## src/rtl/sound_seq_pkg.sv

```systemverilog
// Shared command encoding for the sound-bus sequencer and its command FIFO.
package sound_seq_pkg;

  typedef enum logic [1:0] {
    NOP   = 2'd0,
    WRITE = 2'd1,
    READ  = 2'd2,
    WAIT  = 2'd3
  } seq_op_t;

  typedef struct packed {
    seq_op_t     op;
    logic [15:0] addr;
    logic [7:0]  data;
  } seq_cmd_t;

  localparam logic [15:0] SEQ_IDLE_ADDR = 16'h0000;

endpackage

```

## src/rtl/seq_cmd_fifo.sv

```systemverilog
// Synchronous command FIFO with first-word-fall-through head and registered count.
module seq_cmd_fifo
  import sound_seq_pkg::*;
#(
  parameter int DEPTH = 8
) (
  input  logic     clk,
  input  logic     rst,
  input  logic     push,
  input  seq_cmd_t wr_cmd,
  input  logic     pop,
  output seq_cmd_t head,
  output logic     full,
  output logic     empty
);

  localparam int AW = $clog2(DEPTH);
  localparam logic [AW:0] FULL_CNT = (AW+1)'(DEPTH);

  seq_cmd_t        mem [DEPTH];
  logic [AW-1:0]   wr_ptr, rd_ptr;
  logic [AW:0]     count;
  logic            do_push, do_pop;

  // A full FIFO refuses the push even when the same clk pops a slot free.
  assign do_push = push & ~full;
  assign do_pop  = pop & ~empty;
  assign full    = (count == FULL_CNT);
  assign empty   = (count == '0);
  assign head    = mem[rd_ptr];

  always_ff @(posedge clk) begin
    if (do_push) mem[wr_ptr] <= wr_cmd;
  end

  always_ff @(posedge clk) begin
    if (rst) begin
      wr_ptr <= '0;
      rd_ptr <= '0;
      count  <= '0;
    end else begin
      if (do_push) wr_ptr <= wr_ptr + 1'b1;
      if (do_pop)  rd_ptr <= rd_ptr + 1'b1;
      case ({do_push, do_pop})
        2'b10:   count <= count + 1'b1;
        2'b01:   count <= count - 1'b1;
        default: count <= count;
      endcase
    end
  end

endmodule

```

## src/rtl/pokey_bus_sequencer.sv

```systemverilog
// Replays queued WRITE/READ/WAIT commands onto the sound block's CPU-side bus
// with 3 MHz access pacing and 6 kHz WAIT pacing.
module pokey_bus_sequencer
  import sound_seq_pkg::*;
#(
  parameter int DEPTH  = 8,
  parameter int WAIT_W = 8
) (
  input  logic        clk,
  input  logic        rst,
  input  logic        clk_3MHz_en,
  input  logic        clk_6KHz_en,
  input  logic        cmd_valid,
  output logic        cmd_ready,
  input  logic [1:0]  cmd_op,
  input  logic [15:0] cmd_addr,
  input  logic [7:0]  cmd_data,
  output logic [15:0] addr_to_bram,
  output logic [7:0]  data_to_bram,
  output logic        should_read,
  input  logic [7:0]  data_from_bram,
  output logic [7:0]  rd_data,
  output logic        rd_valid,
  output logic        busy
);

  typedef enum logic [2:0] {
    ST_IDLE,
    ST_SETUP,
    ST_ACCESS,
    ST_GAP,
    ST_WAIT
  } state_t;

  state_t              state, state_nxt;
  seq_cmd_t            wr_cmd, head, cmd_q;
  logic                full, empty, pop;
  logic [WAIT_W-1:0]   wait_cnt;

  assign wr_cmd    = '{op: seq_op_t'(cmd_op), addr: cmd_addr, data: cmd_data};
  assign cmd_ready = ~full;
  assign busy      = ~empty | (state != ST_IDLE);

  seq_cmd_fifo #(.DEPTH(DEPTH)) u_fifo (
    .clk    (clk),
    .rst    (rst),
    .push   (cmd_valid),
    .wr_cmd (wr_cmd),
    .pop    (pop),
    .head   (head),
    .full   (full),
    .empty  (empty)
  );

  always_ff @(posedge clk) begin
    if (rst) state <= ST_IDLE;
    else     state <= state_nxt;
  end

  always_comb begin
    state_nxt = state;
    pop       = 1'b0;
    unique case (state)
      ST_IDLE: begin
        if (!empty) begin
          pop = 1'b1;
          unique case (head.op)
            WRITE, READ: state_nxt = ST_SETUP;
            WAIT:        if (head.data[WAIT_W-1:0] != '0) state_nxt = ST_WAIT;
            default:     state_nxt = ST_IDLE;
          endcase
        end
      end
      ST_SETUP:  if (clk_3MHz_en) state_nxt = ST_ACCESS;
      ST_ACCESS: if (clk_3MHz_en) state_nxt = ST_GAP;
      ST_GAP:    if (clk_3MHz_en) state_nxt = ST_IDLE;
      ST_WAIT:   if (clk_6KHz_en && wait_cnt == WAIT_W'(1)) state_nxt = ST_IDLE;
      default:   state_nxt = ST_IDLE;
    endcase
  end

  // Bus is cleared on the same edge that ends ACCESS, so the address is
  // valid for exactly one 3 MHz period and reads as idle through GAP.
  always_ff @(posedge clk) begin
    if (rst) begin
      cmd_q        <= '0;
      wait_cnt     <= '0;
      addr_to_bram <= SEQ_IDLE_ADDR;
      data_to_bram <= 8'h00;
      should_read  <= 1'b0;
      rd_data      <= 8'h00;
      rd_valid     <= 1'b0;
    end else begin
      rd_valid <= 1'b0;
      unique case (state)
        ST_IDLE: begin
          if (pop) begin
            cmd_q    <= head;
            wait_cnt <= head.data[WAIT_W-1:0];
          end
        end
        ST_SETUP: begin
          if (clk_3MHz_en) begin
            addr_to_bram <= cmd_q.addr;
            data_to_bram <= cmd_q.data;
            should_read  <= (cmd_q.op == WRITE);
          end
        end
        ST_ACCESS: begin
          if (clk_3MHz_en) begin
            should_read  <= 1'b0;
            addr_to_bram <= SEQ_IDLE_ADDR;
            data_to_bram <= 8'h00;
            if (cmd_q.op == READ) begin
              rd_data  <= data_from_bram;
              rd_valid <= 1'b1;
            end
          end
        end
        ST_GAP: begin
          addr_to_bram <= SEQ_IDLE_ADDR;
          data_to_bram <= 8'h00;
        end
        ST_WAIT: begin
          if (clk_6KHz_en) wait_cnt <= wait_cnt - 1'b1;
        end
        default: ;
      endcase
    end
  end

endmodule

```

## config.mk

```make
export PLATFORM = sky130hd
export DESIGN_NAME = pokey_bus_sequencer
export DESIGN_NICKNAME = d
export VERILOG_FILES = /design/src/rtl/sound_seq_pkg.sv /design/src/rtl/seq_cmd_fifo.sv /design/src/rtl/pokey_bus_sequencer.sv
export SDC_FILE = /design/constraint.sdc
export NUM_CORES = 1
export LEC_CHECK = 0
export ABC_AREA = 1
export CAP_MARGIN = 20
export CORE_MARGIN = 1.5
export CORE_UTILIZATION = 50
export CTS_CLUSTER_DIAMETER = 80
export DETAILED_ROUTE_END_ITERATION = 10
export PLACE_DENSITY_LB_ADDON = 0.15
export SLEW_MARGIN = 5
export SYNTH_ARGS = -nofsm -noshare
export SYNTH_HDL_FRONTEND = slang
export SYNTH_HIERARCHICAL = 1
export SYNTH_SLANG_ARGS = --single-unit
```

## constraint.sdc

```tcl
create_clock -name clk -period 3.2 [get_ports clk]
set_input_delay 0.64 -clock clk [delete_from_list [all_inputs] [get_ports clk]]
set_output_delay 0.64 -clock clk [all_outputs]
set_load 0.005 [all_outputs]
```

==> results of run 1 <==
## cell type report
cell class	instances	area, um2
flip-flops and latches	292	7933
fillers	1948	9547
inverters	46	175.2
well taps	319	399.1
clock inverters	15	137.6
clock buffers	43	870.8
repair buffers	96	905.9
multi-input cells	689	3364
## path summary, 6_finish.rpt
kind | to | slack (ns) | cells after the start
worst min-delay path | data_to_bram[2] | 0.46 | 2
worst max-delay path | busy | 0.59 | 5
worst min register to register | data_to_bram[2] | 0.46 | 2
worst max register to register | state[0] | 0.76 | 12
## power groups by stage
| stage | Clock, W | Sequential, W | Combinational, W |
|---|---|---|---|
| floorplan | 0 | 0.00481 | 0.00259 |
| global placement | 0 | 0.00489 | 0.00325 |
| detailed placement | 0 | 0.00490 | 0.00329 |
| CTS | 0.00356 | 0.00483 | 0.00331 |
| global route | 0.00370 | 0.00488 | 0.00376 |
| finish | 0.00349 | 0.00483 | 0.00329 |
## routing by layer
metal / GRT usage / up-vias / wire length [um]
met5: 0 / - / 0
met4: 0.05986 / 0 / 538
met3: 0.02963 / 46 / 1270
met2: 0.3350 / 196 / 11350
met1: 0.2899 / 3753 / 11680
li1: - / 3923 / -
## sequential cells by signal, indices dropped and copies added (netlist names), named ones only
| name | flops |
|---|---|
| u_fifo/mem | 208 |
| cmd_q | 26 |
| addr_to_bram | 16 |
| data_to_bram | 8 |
| rd_data | 8 |
| wait_cnt | 8 |
| u_fifo/count | 4 |
| state | 3 |
| u_fifo/rd_ptr | 3 |
| u_fifo/wr_ptr | 3 |
| rd_valid | 1 |
| should_read | 1 |
## per-stage QoR
step,utilization,std cells
2_1_floorplan,-,1085
3_3_place_gp,0.5476,1442
3_5_place_dp,0.5476,1442
4_1_cts,0.5908,1500
5_1_grt,0.5908,1500
6_report,0.5908,1500
## cells in the final DEF (no fill, tap or decap), drive strengths merged
cell / n
nand4: 26
nand3: 20
bufinv: 2
dfxtp: 84
buf: 22
a211oi: 1
o22ai: 26
clkbuf: 43
mux2i: 26
nor3b: 2
o31ai: 1
or2: 4
nor3: 3
nand2: 162
edfxtp: 208
clkdlybuf4s50: 74
nor2: 207
inv: 46
ha: 8
a31oi: 1
xnor2: 2
a21oi: 44
xor2: 1
o21ai: 155
clkinv: 13
## worst max-delay path, stage by stage (launching register included)
cell and delay, ns:
dfxtp_1 0.35, nor2_1 0.15, nand3_1 0.15, inv_1 0.14, nand3_1 0.14, clkdlybuf4s50_1 0.48
## cell families (layout without fill, tap and decap cells)
kind of cell	count (synthesis)	in the layout	share of synthesized area
adders and majority gates	8	8	0.008470
buffers and inverters	104	200	0.04616
DFF	292	292	0.6708
muxes	26	26	0.02202
AOI/OAI and AO/OA	228	228	0.09984
xor gates and xnor gates	3	3	0.002224
and+or+nand+nor	424	424	0.1505
==> results.json, run 1 <==
{
  "fmax_ghz": 0.3832,
  "avgRoutedWirePerCell_um": 16.55,
  "nets": 1203,
  "worstHoldStart": "data_to_bram[2]",
  "p_int_w": 0.007720,
  "routed_wl_um": 24830,
  "finalHoldViolCount": 0,
  "p_leak_nw": 4.921,
  "netlist_instances": 1085,
  "synth_edf_count": 208,
  "min_period_over_period": 0.8155,
  "synth_top_area_cell": "edfxtp_1",
  "syn-cell-area_um2": 11820,
  "yosysTopAreaCellShare": 0.5285,
  "ir_drop_v": 0.0004559,
  "tightest_slew_ns": 0.7782,
  "async_reset_ff_frac": 0,
  "comb_power_share": 0.283,
  "grt_pass1_wl_um": 39460,
  "top_level_ports": 75,
  "max_slew_margin": 0.4780,
  "drc": 0,
  "crit_type": "reg -> out",
  "synth_seq_cells": 292,
  "crit_arrival_ns": 1.97,
  "dr.pass1.iters": 8,
  "grt_pass1_vias": 7361,
  "die_w_um": 156.7,
  "routabilityCongestion": 0.8156,
  "dpl_worst_slack_ns": 0.7410,
  "setup_viol_count_final": 0,
  "cts_buffers": 31,
  "drtIter0Drc": 611,
  "critPathLaunch": "u_fifo/count[1]",
  "worst_setup_path_end_kind": "output port",
  "final_max_slew_viol_count": 0,
  "place_hpwl_um": 14580,
  "worst_slack_ns": 0.5905,
  "p_sw_frac": 0.3348,
  "fin_skew_ns": 0.01403,
  "dieArea_um2": 24570,
  "ys_types": 42,
  "grt_antenna_before_repair": 0,
  "ys_seq_area_frac": 0.6708,
  "avgSynthCellArea_um2": 10.89,
  "grt_start_max_net_pins": 50,
  "period_needed_ns": 2.609,
  "clockBufferDepth": 3,
  "required_ns": 2.56,
  "cap_viol_max_count": 0,
  "clk_pin_slew_worst_paths_ns": 0.06,
  "fin_area_um2": 13790,
  "cts-htree-levels": 1,
  "initial_utilization": 0.5065,
  "pwr-share-clk": 0.301,
  "syn_nets": 1132,
  "synth_commonest_cells": "edfxtp_1, nor2_1, nand2_1",
  "power.switching_w": 0.003886,
  "status": "completed",
  "cp_max_fo": 5,
  "drive_gt1_frac": 0.08383,
  "cts.sinks": 292,
  "postCtsSetupRepairBufs": 0,
  "power.total_w": 0.01161,
  "track_usage": 0.2065,
  "whs_ns": 0.4631,
  "port_buffers": 74,
  "vias_per_cell": 5.279,
  "drtAntennaViolNets": 0,
  "cts_root_buf": "clkbuf_16",
  "cts_tree": "done",
  "holdBufCountCts": 0,
  "via_count": 7918,
  "overflow": 0,
  "pwr-share-seq": 0.416,
  "die_h_um": 156.7,
  "yosysMostFrequentCell": "edfxtp_1",
  "finalSetupTns_ns": 0,
  "post_cts_resized": 0,
  "rsz0062_at_grt": "false",
  "synth_warnings": 6,
  "n_antenna_cell": 0,
  "p_per_area_nw_per_um2": 841.9,
  "coreArea_um2": 23330,
  "ys.flop_type": "edfxtp_1",
  "synthTopCellsByArea": "edfxtp_1, dfxtp_1, nor2_1, nand2_1, o21ai_0",
  "startpoint_type": "flip-flop",
  "area_growth_pct": 16.65,
  "clk_latency_ns": 0.57,
  "num_rows": 56,
  "placed_cell_area_um2": 12780,
  "hp-class": "reg -> reg"
}
Note: power is estimated with default switching activity, not from simulation.
==> inputs of run 2 (changes only) <==
==> constraint.sdc (replaced) <==
create_clock -name clk -period 2.31 [get_ports clk]
set_input_delay 0.462 -clock clk [delete_from_list [all_inputs] [get_ports clk]]
set_output_delay 0.462 -clock clk [all_outputs]
set_load 0.005 [all_outputs]
==> results.json, run 2 (synthesis gave the netlist of run 1 again) <==
{
  "dr.pass1.iters": 5,
  "port_buffers": 74,
  "placed_cells": 1459,
  "final_core_util": 0.6016,
  "routabilityCongestion": 0.8761,
  "dieArea_um2": 24570,
  "required_ns": 1.85,
  "finalHoldViolCount": 0,
  "p_per_area_nw_per_um2": 1166,
  "grt_pass1_wl_um": 40940,
  "crit_type": "reg -> out",
  "initial_utilization": 0.5065,
  "cts.sinks": 292,
  "drc": 0,
  "hp-class": "reg -> reg",
  "grt_pass1_vias": 7617,
  "tightest_slew_ns": 0.4575,
  "largest_reg_flops": 208,
  "layout_commonest_cell": "edfxtp_1",
  "via_count": 8087,
  "place_hpwl_um": 16290,
  "clockBufferDepth": 3,
  "cp_max_fo": 5,
  "num_rows": 56,
  "cts_buffers": 31,
  "avgRoutedWirePerCell_um": 17.14,
  "placed_cell_area_um2": 13010,
  "n_antenna_cell": 0,
  "rsz0062_at_grt": "false",
  "clk_pin_slew_worst_paths_ns": 0.06,
  "top_register": "u_fifo/mem",
  "area_growth_pct": 18.77,
  "overflow": 0,
  "fin_area_um2": 14040,
  "cts-htree-levels": 1,
  "vias_per_cell": 5.331,
  "max_slew_margin": 0.6950,
  "holdBufCountCts": 0,
  "min_period_over_period": 0.9485,
  "grt_antenna_before_repair": 0,
  "die_h_um": 156.7,
  "cts_root_buf": "clkbuf_16",
  "drive_gt1_frac": 0.1027,
  "fmax_ghz": 0.4564,
  "instances_no_fill": 1517,
  "setup_viol_count_final": 0,
  "p_leak_nw": 5.033,
  "cts_tree": "done",
  "clk_latency_ns": 0.56,
  "die_w_um": 156.7,
  "dpl_worst_slack_ns": 0.05240,
  "grt_start_max_net_pins": 60,
  "worst_slack_ns": 0.1190,
  "period_needed_ns": 2.191,
  "cap_viol_max_count": 0,
  "top_level_ports": 75,
  "routed_wl_um": 26000,
  "startpoint_type": "flip-flop",
  "drtIter0Drc": 598,
  "fill_cells": 1944,
  "track_usage": 0.2150,
  "fin_skew_ns": 0.02216,
  "mostFrequentLayoutCells": "edfxtp_1, nor2_1, nand2_1, o21ai_0, dfxtp_1",
  "crit_arrival_ns": 1.73,
  "coreArea_um2": 23330,
  "status": "completed",
  "nets": 1222,
  "worst_setup_path_end_kind": "output port",
  "top_regs": "u_fifo/mem: 208 flops, cmd_q: 26 flops, addr_to_bram: 16 flops",
  "ir_drop_v": 0.0006422,
  "drtAntennaViolNets": 0,
  "final_max_slew_viol_count": 0
}
==> run 2: what timing repair did <==
item,in CTS,in global routing
setup buffers,0,1
setup endpoints to repair,1,5
pin swaps,0,1
endpoints found under the hold margin,0,0
resized for setup,1,8
gates cloned,0,1
==> run 2: power by group <==
group / internal, W / leakage, nW / switching (W) / total, W
Sequential: 0.00630 / 2.58 / 0.000360 / 0.00666
Clock: 0.00284 / 0.489 / 0.00194 / 0.00478
Combinational: 0.00175 / 1.97 / 0.00317 / 0.00492
Total: 0.0109 / 5.03 / 0.00547 / 0.0164
==> run 2: worst paths after layout <==
path / startpoint / end / slack, ns / cells past startpoint
max reg2reg: flip-flop / state[0] / 0.20 / 15
max: u_fifo/count[1] / busy / 0.12 / 5
min: data_to_bram[4] / data_to_bram[4] / 0.46 / 2
min reg2reg: data_to_bram[4] / data_to_bram[4] / 0.46 / 2
==> run 2: area by class of cell <==
type	count	area [um2]	area share
Sequential cell	292	7935	0.5653
Clock buffer	37	819.5	0.05839
Inverter	46	177.7	0.01266
Tap cell	319	399.1	0.02844
Clock inverter	19	165.2	0.01177
Timing Repair Buffer	115	1165	0.08299
Multi-Input combinational cell	689	3374	0.2404
==> run 2: stage by stage <==
stage / power [W] / setup TNS (ns) / hold slack, ns
final: 0.01636 / 0 / 0.4618
after floorplan: 0.01025 / -6.219 / 0.4441
after detailed placement: 0.01157 / 0 / 0.4543
after CTS: 0.01637 / 0 / 0.4631
after global routing: 0.01731 / 0 / 0.4761
after global placement: 0.01150 / 0 / 0.4508
==> run 2: worst max-delay path: stages (launching register included) <==
cell and delay (ns):
dfxtp_2 0.34, nor2_2 0.13, nand3_1 0.14, inv_2 0.11, nand3_1 0.15, dlygate4sd2_1 0.31
==> run 2: metal layers <==
layer,share of wire,up-vias,GRT usage
li1,-,3965,-
met1,0.46,3872,0.3018
met2,0.47,210,0.3546
met3,0.041,40,0.02382
met4,0.022,0,0.06122
met5,0,-,0
